$ cat config.mk
export PLATFORM = sky130hd
export DESIGN_NAME = led_sequencer
export DESIGN_NICKNAME = d
export VERILOG_FILES = /design/src/rtl/led_pkg.sv /design/src/rtl/led_prescaler.sv /design/src/rtl/led_sequencer.sv
export SDC_FILE = /design/constraint.sdc
export NUM_CORES = 1
export LEC_CHECK = 0
export CORE_ASPECT_RATIO = 0.5
export CORE_MARGIN = 2
export CORE_UTILIZATION = 33
export DETAILED_ROUTE_END_ITERATION = 16
export GPL_ROUTABILITY_DRIVEN = 0
export MAX_ROUTING_LAYER = met4
export PLACE_DENSITY = 0.5
export SLEW_MARGIN = 20
export SYNTH_ARGS = -nofsm -noshare
export SYNTH_HDL_FRONTEND = slang
export SYNTH_SLANG_ARGS = --single-unit
$ cat constraint.sdc
create_clock -name clk -period 3.2 [get_ports clk]
set_input_delay 0.96 -clock clk [delete_from_list [all_inputs] [get_ports clk]]
set_output_delay 0.96 -clock clk [all_outputs]
set_load 0.02 [all_outputs]
$ cat src/rtl/led_pkg.sv
// Shared types and constants for the LED pattern sequencer.
package led_pkg;

  typedef enum logic [1:0] {
    ROT_L  = 2'd0,
    ROT_R  = 2'd1,
    BOUNCE = 2'd2,
    BLINK  = 2'd3
  } led_mode_e;

  localparam int unsigned LED_MAX_NUM = 32;

  // 0.5 s at a 50 MHz board clock
  localparam logic [24:0] LED_DEFAULT_PERIOD = 25'd25_000_000;

endpackage

$ cat src/rtl/led_prescaler.sv
// Step-rate prescaler: counts enabled cycles and flags the last one of each period.
module led_prescaler #(
  parameter int unsigned CNT_W = 25
) (
  input  logic             clk,
  input  logic             rst_n,
  input  logic             en,
  input  logic [CNT_W-1:0] period,
  output logic             tick
);

  logic [CNT_W-1:0] cnt_q;
  logic [CNT_W-1:0] cnt_d;
  logic [CNT_W-1:0] last_cnt;

  // Terminal test is >= so a period shrunk below the running count steps at once.
  always_comb begin
    last_cnt = (period == '0) ? '0 : period - CNT_W'(1);
    tick     = en && (cnt_q >= last_cnt);
    cnt_d    = cnt_q;
    if (en) begin
      cnt_d = tick ? '0 : cnt_q + CNT_W'(1);
    end
  end

  always_ff @(posedge clk or negedge rst_n) begin
    if (!rst_n) begin
      cnt_q <= '0;
    end else begin
      cnt_q <= cnt_d;
    end
  end

endmodule

$ cat src/rtl/led_sequencer.sv
// LED pattern generator: rotate left/right, bounce and blink, one step per prescaler tick.
module led_sequencer
  import led_pkg::*;
#(
  parameter int unsigned NUM_LED = 8,
  parameter int unsigned CNT_W   = 25
) (
  input  logic               clk,
  input  logic               rst_n,
  input  logic               en,
  input  logic [1:0]         mode,
  input  logic [CNT_W-1:0]   period,
  output logic [NUM_LED-1:0] led,
  output logic               step_pulse
);

  localparam logic [NUM_LED-1:0] LED_ONE = NUM_LED'(1);
  localparam logic               DIR_UP  = 1'b1;
  localparam logic               DIR_DN  = 1'b0;

  logic               tick;
  logic [NUM_LED-1:0] led_q, led_d;
  logic               dir_q, dir_d;
  led_mode_e          cur_mode_q, cur_mode_d;
  logic               step_pulse_q, step_pulse_d;
  led_mode_e          mode_sel;
  logic [NUM_LED-1:0] rot_l, rot_r, shift_up, shift_dn;

  led_prescaler #(
    .CNT_W (CNT_W)
  ) u_prescaler (
    .clk    (clk),
    .rst_n  (rst_n),
    .en     (en),
    .period (period),
    .tick   (tick)
  );

  // Shift-based rotates degenerate to a hold when NUM_LED is 1.
  always_comb begin
    mode_sel = led_mode_e'(mode);
    rot_l    = (led_q << 1) | (led_q >> (NUM_LED - 1));
    rot_r    = (led_q >> 1) | (led_q << (NUM_LED - 1));
    shift_up = led_q << 1;
    shift_dn = led_q >> 1;

    led_d        = led_q;
    dir_d        = dir_q;
    cur_mode_d   = cur_mode_q;
    step_pulse_d = tick;

    if (tick) begin
      if (mode_sel != cur_mode_q) begin
        cur_mode_d = mode_sel;
        led_d      = (mode_sel == BLINK) ? '1 : LED_ONE;
        if (mode_sel == BOUNCE) begin
          dir_d = DIR_UP;
        end
      end else begin
        unique case (cur_mode_q)
          ROT_L:  led_d = rot_l;
          ROT_R:  led_d = rot_r;
          BLINK:  led_d = ~led_q;
          BOUNCE: begin
            if (NUM_LED == 1) begin
              led_d = led_q;
            end else if (dir_q == DIR_UP) begin
              led_d = shift_up;
              if (shift_up[NUM_LED-1]) begin
                dir_d = DIR_DN;
              end
            end else begin
              led_d = shift_dn;
              if (shift_dn[0]) begin
                dir_d = DIR_UP;
              end
            end
          end
          default: led_d = led_q;
        endcase
      end
    end
  end

  always_ff @(posedge clk or negedge rst_n) begin
    if (!rst_n) begin
      led_q        <= LED_ONE;
      dir_q        <= DIR_UP;
      cur_mode_q   <= ROT_L;
      step_pulse_q <= 1'b0;
    end else begin
      led_q        <= led_d;
      dir_q        <= dir_d;
      cur_mode_q   <= cur_mode_d;
      step_pulse_q <= step_pulse_d;
    end
  end

  assign led        = led_q;
  assign step_pulse = step_pulse_q;

endmodule
==> summary.txt <==
Setup path
  – Critical R2R Launch: u_prescaler.cnt_q[18]$_DFFE_PN0P_
  – Crit path kind: input pin to flop
  – Worst Setup End Kind: flop
  – CP arrival: 5.03 ns
  – CP endpoint: led[3]$_DFFE_PN0P_
  – Type of origin of the critical path: input pin
  – R2R Path End: led[3]$_DFFE_PN0P_
  – Worst Path Required: about 3.4 ns
  – Cell depth of the worst flop-to-flop path: 9
  – Critical Path, Cell by Cell: buf_6 > or4_4 > or4b_4 > or3_4 > or3_4 > or2_4 > buf_6 > buf_4 > nand2_1 > ha_1 > nand4_1 > nor3_1 > a2111o_1 > nand2_4 > a21oi_4 > buf_12 > buf_12 > mux2_4
  – Crit-path slowest cell: or4_4
  – Worst reg2reg setup slack: about 0.70 ns
  – Critical Path Fanout Max: 8
  – Worst path max stage delay: roughly 0.53 ns
  – Crit path from: period[16]

CTS
  – CTS Buf Count: 5
  – TritonCTS sink count: 37
  – Skew-Pair Late Insertion Delay: roughly 0.29 ns
  – Clk root buf: clkbuf_16
  – CTS tree: yes
  – Worst-path clk slew: 0.06 ns
  – Clock Tree Buf Depth: 2
  – H-tree depth: 2

Global route
  – First-pass GRT wire length: 14,400 µm
  – Vias in the first global route: just over 3k
  – Global Route Usage Sum: 0.182
  – Grt ovf: 0
  – Initial antenna violation count: 0
  – Largest net degree at the start of global routing: 38

Synth
  – Post-synthesis compound-gate area fraction: 0.113
  – Seq/Total Area, Yosys: 0.297
  – Main combinational cell family by area after synthesis: simple AND/OR/NAND/NOR gates
  – Top_reg_cell synth: dfrtp_1
  – Post-synth ARST share: 1.00
  – Synth area leader: dfrtp_1
  – Multiplexer share of the synthesized area: 0.0584
  – XOR/XNOR Fraction of Synth Area: 0.120
  – Mapped Nets: approximately 430
  – Synth top area cells: dfrtp_1 (28%), ha_1 (11%), xor2_1 (7.8%)
  – Top cell type's share of synthesized area: 0.280
  – Number of synthesized flops with an enable pin: 0
  – Syn_area_per_cell: about 8.3 µm²
  – Synth cell count leaders: nand2_1 (51), nor2_1 (41), dfrtp_1 (35), xor2_1 (28), ha_1 (27)
  – Mapped Area: between 0.003 and 0.004 mm²
  – Synth Register Bits: 37
  – Mapped Cells: 377
  – Cell with the most instances after synthesis: nand2_1
  – Netlist cell types: between 40 and 50
  – Synth warn: 0
  – Simple-Gate Fraction of Synth Area: 0.268
  – Synthesized-area fraction occupied by adder cells: 0.108

Placed design
  – Placed cells: around 570
  – Place WS: -2.28 ns
  – Post-DP Area: just over 0.004 mm²
  – Dpl hpwl: roughly 6200 µm
  – IO Port Bufs: 38

Pwr
  – NetSw: 0.447 mW
  – Design Power: between 1.5 and 2 mW
  – Int Power: about 1.1 mW
  – Pwr Density: 310 mW/mm²
  – Power share of the sequential group: 0.370
  – Worst VDD drop: roughly 180 µV
  – Leakage power: approximately 2.2 nW
  – Logic pwr share: 0.260
  – Clock power share: 0.370
  – Net Sw Frac: 0.287

STA
  – PnR worst setup slack: -1.66 ns
  – Hold Vio Cnt, Final: 0
  – # setup viols final: 37
  – Minimum clock period: slightly below 5 ns
  – Worst Tran Pin Value: just under 0.9 ns
  – Unrepaired setup endpoints after global routing: yes
  – Setup TNS: -58.62 ns
  – Final Max Tran Viols: 0
  – Maximum clock rate: 206 MHz
  – Clock skew: between 0.003 and 0.004 ns
  – Period Utilization, post-route: 1.52
  – Slew HR: 0.416

Outcome
  – Status: finished, violations left
  – Violated checks: setup timing

Final layout
  – Share of layout cells above drive strength 1: 0.355
  – Fin cells: roughly 620
  – Final instance area: ~0.0050 mm²
  – ANT cells: 0
  – Nets: approximately 560
  – Area Overhead vs Synth: 60.5%

Floorplanning
  – Io pins: 39
  – Height of the die: 72.9 µm
  – Core Region: 0.00932 mm²
  – Die footprint: around 0.010 mm²
  – Initial Util: 0.336
  – Die X: roughly 140 µm
  – FP Rows: 25

Routing
  – Via Count: between 3k and 4k
  – Post-route ant nets: 0
  – Routed WL: approximately 9200 µm
  – DR DRC count: 0
  – Avg Vias per Cell: 5.09
  – DR WL/cell: ~15 µm
  – Drt pass-1 iters: 4
  – 1st-iter DRT viols: between 100 and 150

Hold path
  – HP Class: flop to flop

Run
  – Max Cap Viol: 0
-- power groups by stage --
| stage | sequential (mW) | combinational (mW) | clock, mW |
|---|---|---|---|
| floorplan | 0.548 | 0.169 | 0 |
| global placement | 0.570 | 0.280 | 0 |
| detailed placement | 0.567 | 0.296 | 0 |
| CTS | 0.570 | 0.362 | 0.586 |
| global route | 0.579 | 0.446 | 0.611 |
| finish | 0.577 | 0.404 | 0.577 |
-- cell usage in the layout, fill, tap and decap left out, drive strengths merged, types with 2 or more instances in the layout --
cell type,count
a21boi,2
a21oi,17
a31oi,3
and2,3
and3,5
and4,3
buf,95
clkbuf,9
clkdlybuf4s50,27
dfrtp,35
dfstp,2
dlygate4sd2,3
dlymetal6s2s,3
ha,27
inv,10
mux2,10
mux2i,7
nand2,54
nand2b,11
nand3,13
nand3b,2
nand4,12
nor2,41
nor3,14
nor4,5
o211ai,3
o21ai,16
o22ai,3
o2bb2ai,2
o311ai,3
or3,3
or4,3
xnor2,15
xor2,28
-- layer usage --
metal | global-route usage | routed length [µm] | share of wire
met1 | 0.215 | 4360 | 0.47
met2 | 0.330 | 4580 | 0.50
met3 | 0.0367 | 217 | 0.024
met4 | 0.0344 | 76 | 0.0082
met5 | - | 0 | 0
-- worst max-delay path: cells and delay by family --
kind,cells,cell delay [ns]
buf+inv,5,0.63
compound gates,2,0.52
fa+ha+maj,1,0.25
mux,1,0.29
simple gates,9,2.36
-- sequential cells by signal, indices dropped and copies added, names as in the netlist --
name and flops:
u_prescaler.cnt_q 25, led 8, cur_mode_q 2, dir_q 1, step_pulse 1
-- logic make-up after synthesis --
logic type | after synthesis
and+or+nand+nor | 172
AOI/OAI and AO/OA | 57
xor gates and xnor gates | 43
DFF | 37
adders and majority gates | 27
buffers and inverters | 24
muxes | 17
-- how the worst min path moves through the flow --
| stage | from | endpoint | slack (ns) | cells after the start |
|---|---|---|---|---|
| finish | u_prescaler.cnt_q[24]$_DFFE_PN0P_ | u_prescaler.cnt_q[24]$_DFFE_PN0P_ | 0.58 | 2 |
| global route | u_prescaler.cnt_q[24]$_DFFE_PN0P_ | u_prescaler.cnt_q[24]$_DFFE_PN0P_ | 0.63 | 2 |
| CTS | u_prescaler.cnt_q[24]$_DFFE_PN0P_ | u_prescaler.cnt_q[24]$_DFFE_PN0P_ | 0.59 | 2 |
| detailed placement | u_prescaler.cnt_q[24]$_DFFE_PN0P_ | u_prescaler.cnt_q[24]$_DFFE_PN0P_ | 0.57 | 2 |
| global placement | u_prescaler.cnt_q[16]$_DFFE_PN0P_ | u_prescaler.cnt_q[16]$_DFFE_PN0P_ | 0.56 | 2 |
| floorplan | u_prescaler.cnt_q[16]$_DFFE_PN0P_ | u_prescaler.cnt_q[16]$_DFFE_PN0P_ | 0.52 | 2 |
-- layout make-up --
cell class | instances | area, µm²
fill | 836 | 4300
multi-input combinational | 316 | 2550
timing repair buffer | 130 | 1180
sequential | 37 | 928
tap | 121 | 151
clock buffer | 7 | 143
inverter | 10 | 37.5
clock inverter | 1 | 30.0
-- per-stage QoR --
step | utilization | hold WS, ns
final | 0.539 | 0.582
after global routing | 0.539 | 0.632
after CTS | 0.510 | 0.588
after detailed placement | 0.432 | 0.572
after global placement | 0.432 | 0.564
after floorplan | - | 0.525
-- what timing repair did --
action                     in CTS  in global routing
cloned                          1                  2
setup endpoints to repair      37                 37
hold buffers                    0                  0
resized for setup              78                 36
buffers inserted               33                  6
pin swaps                      21                 21
Power figures use the tool's default switching activity.
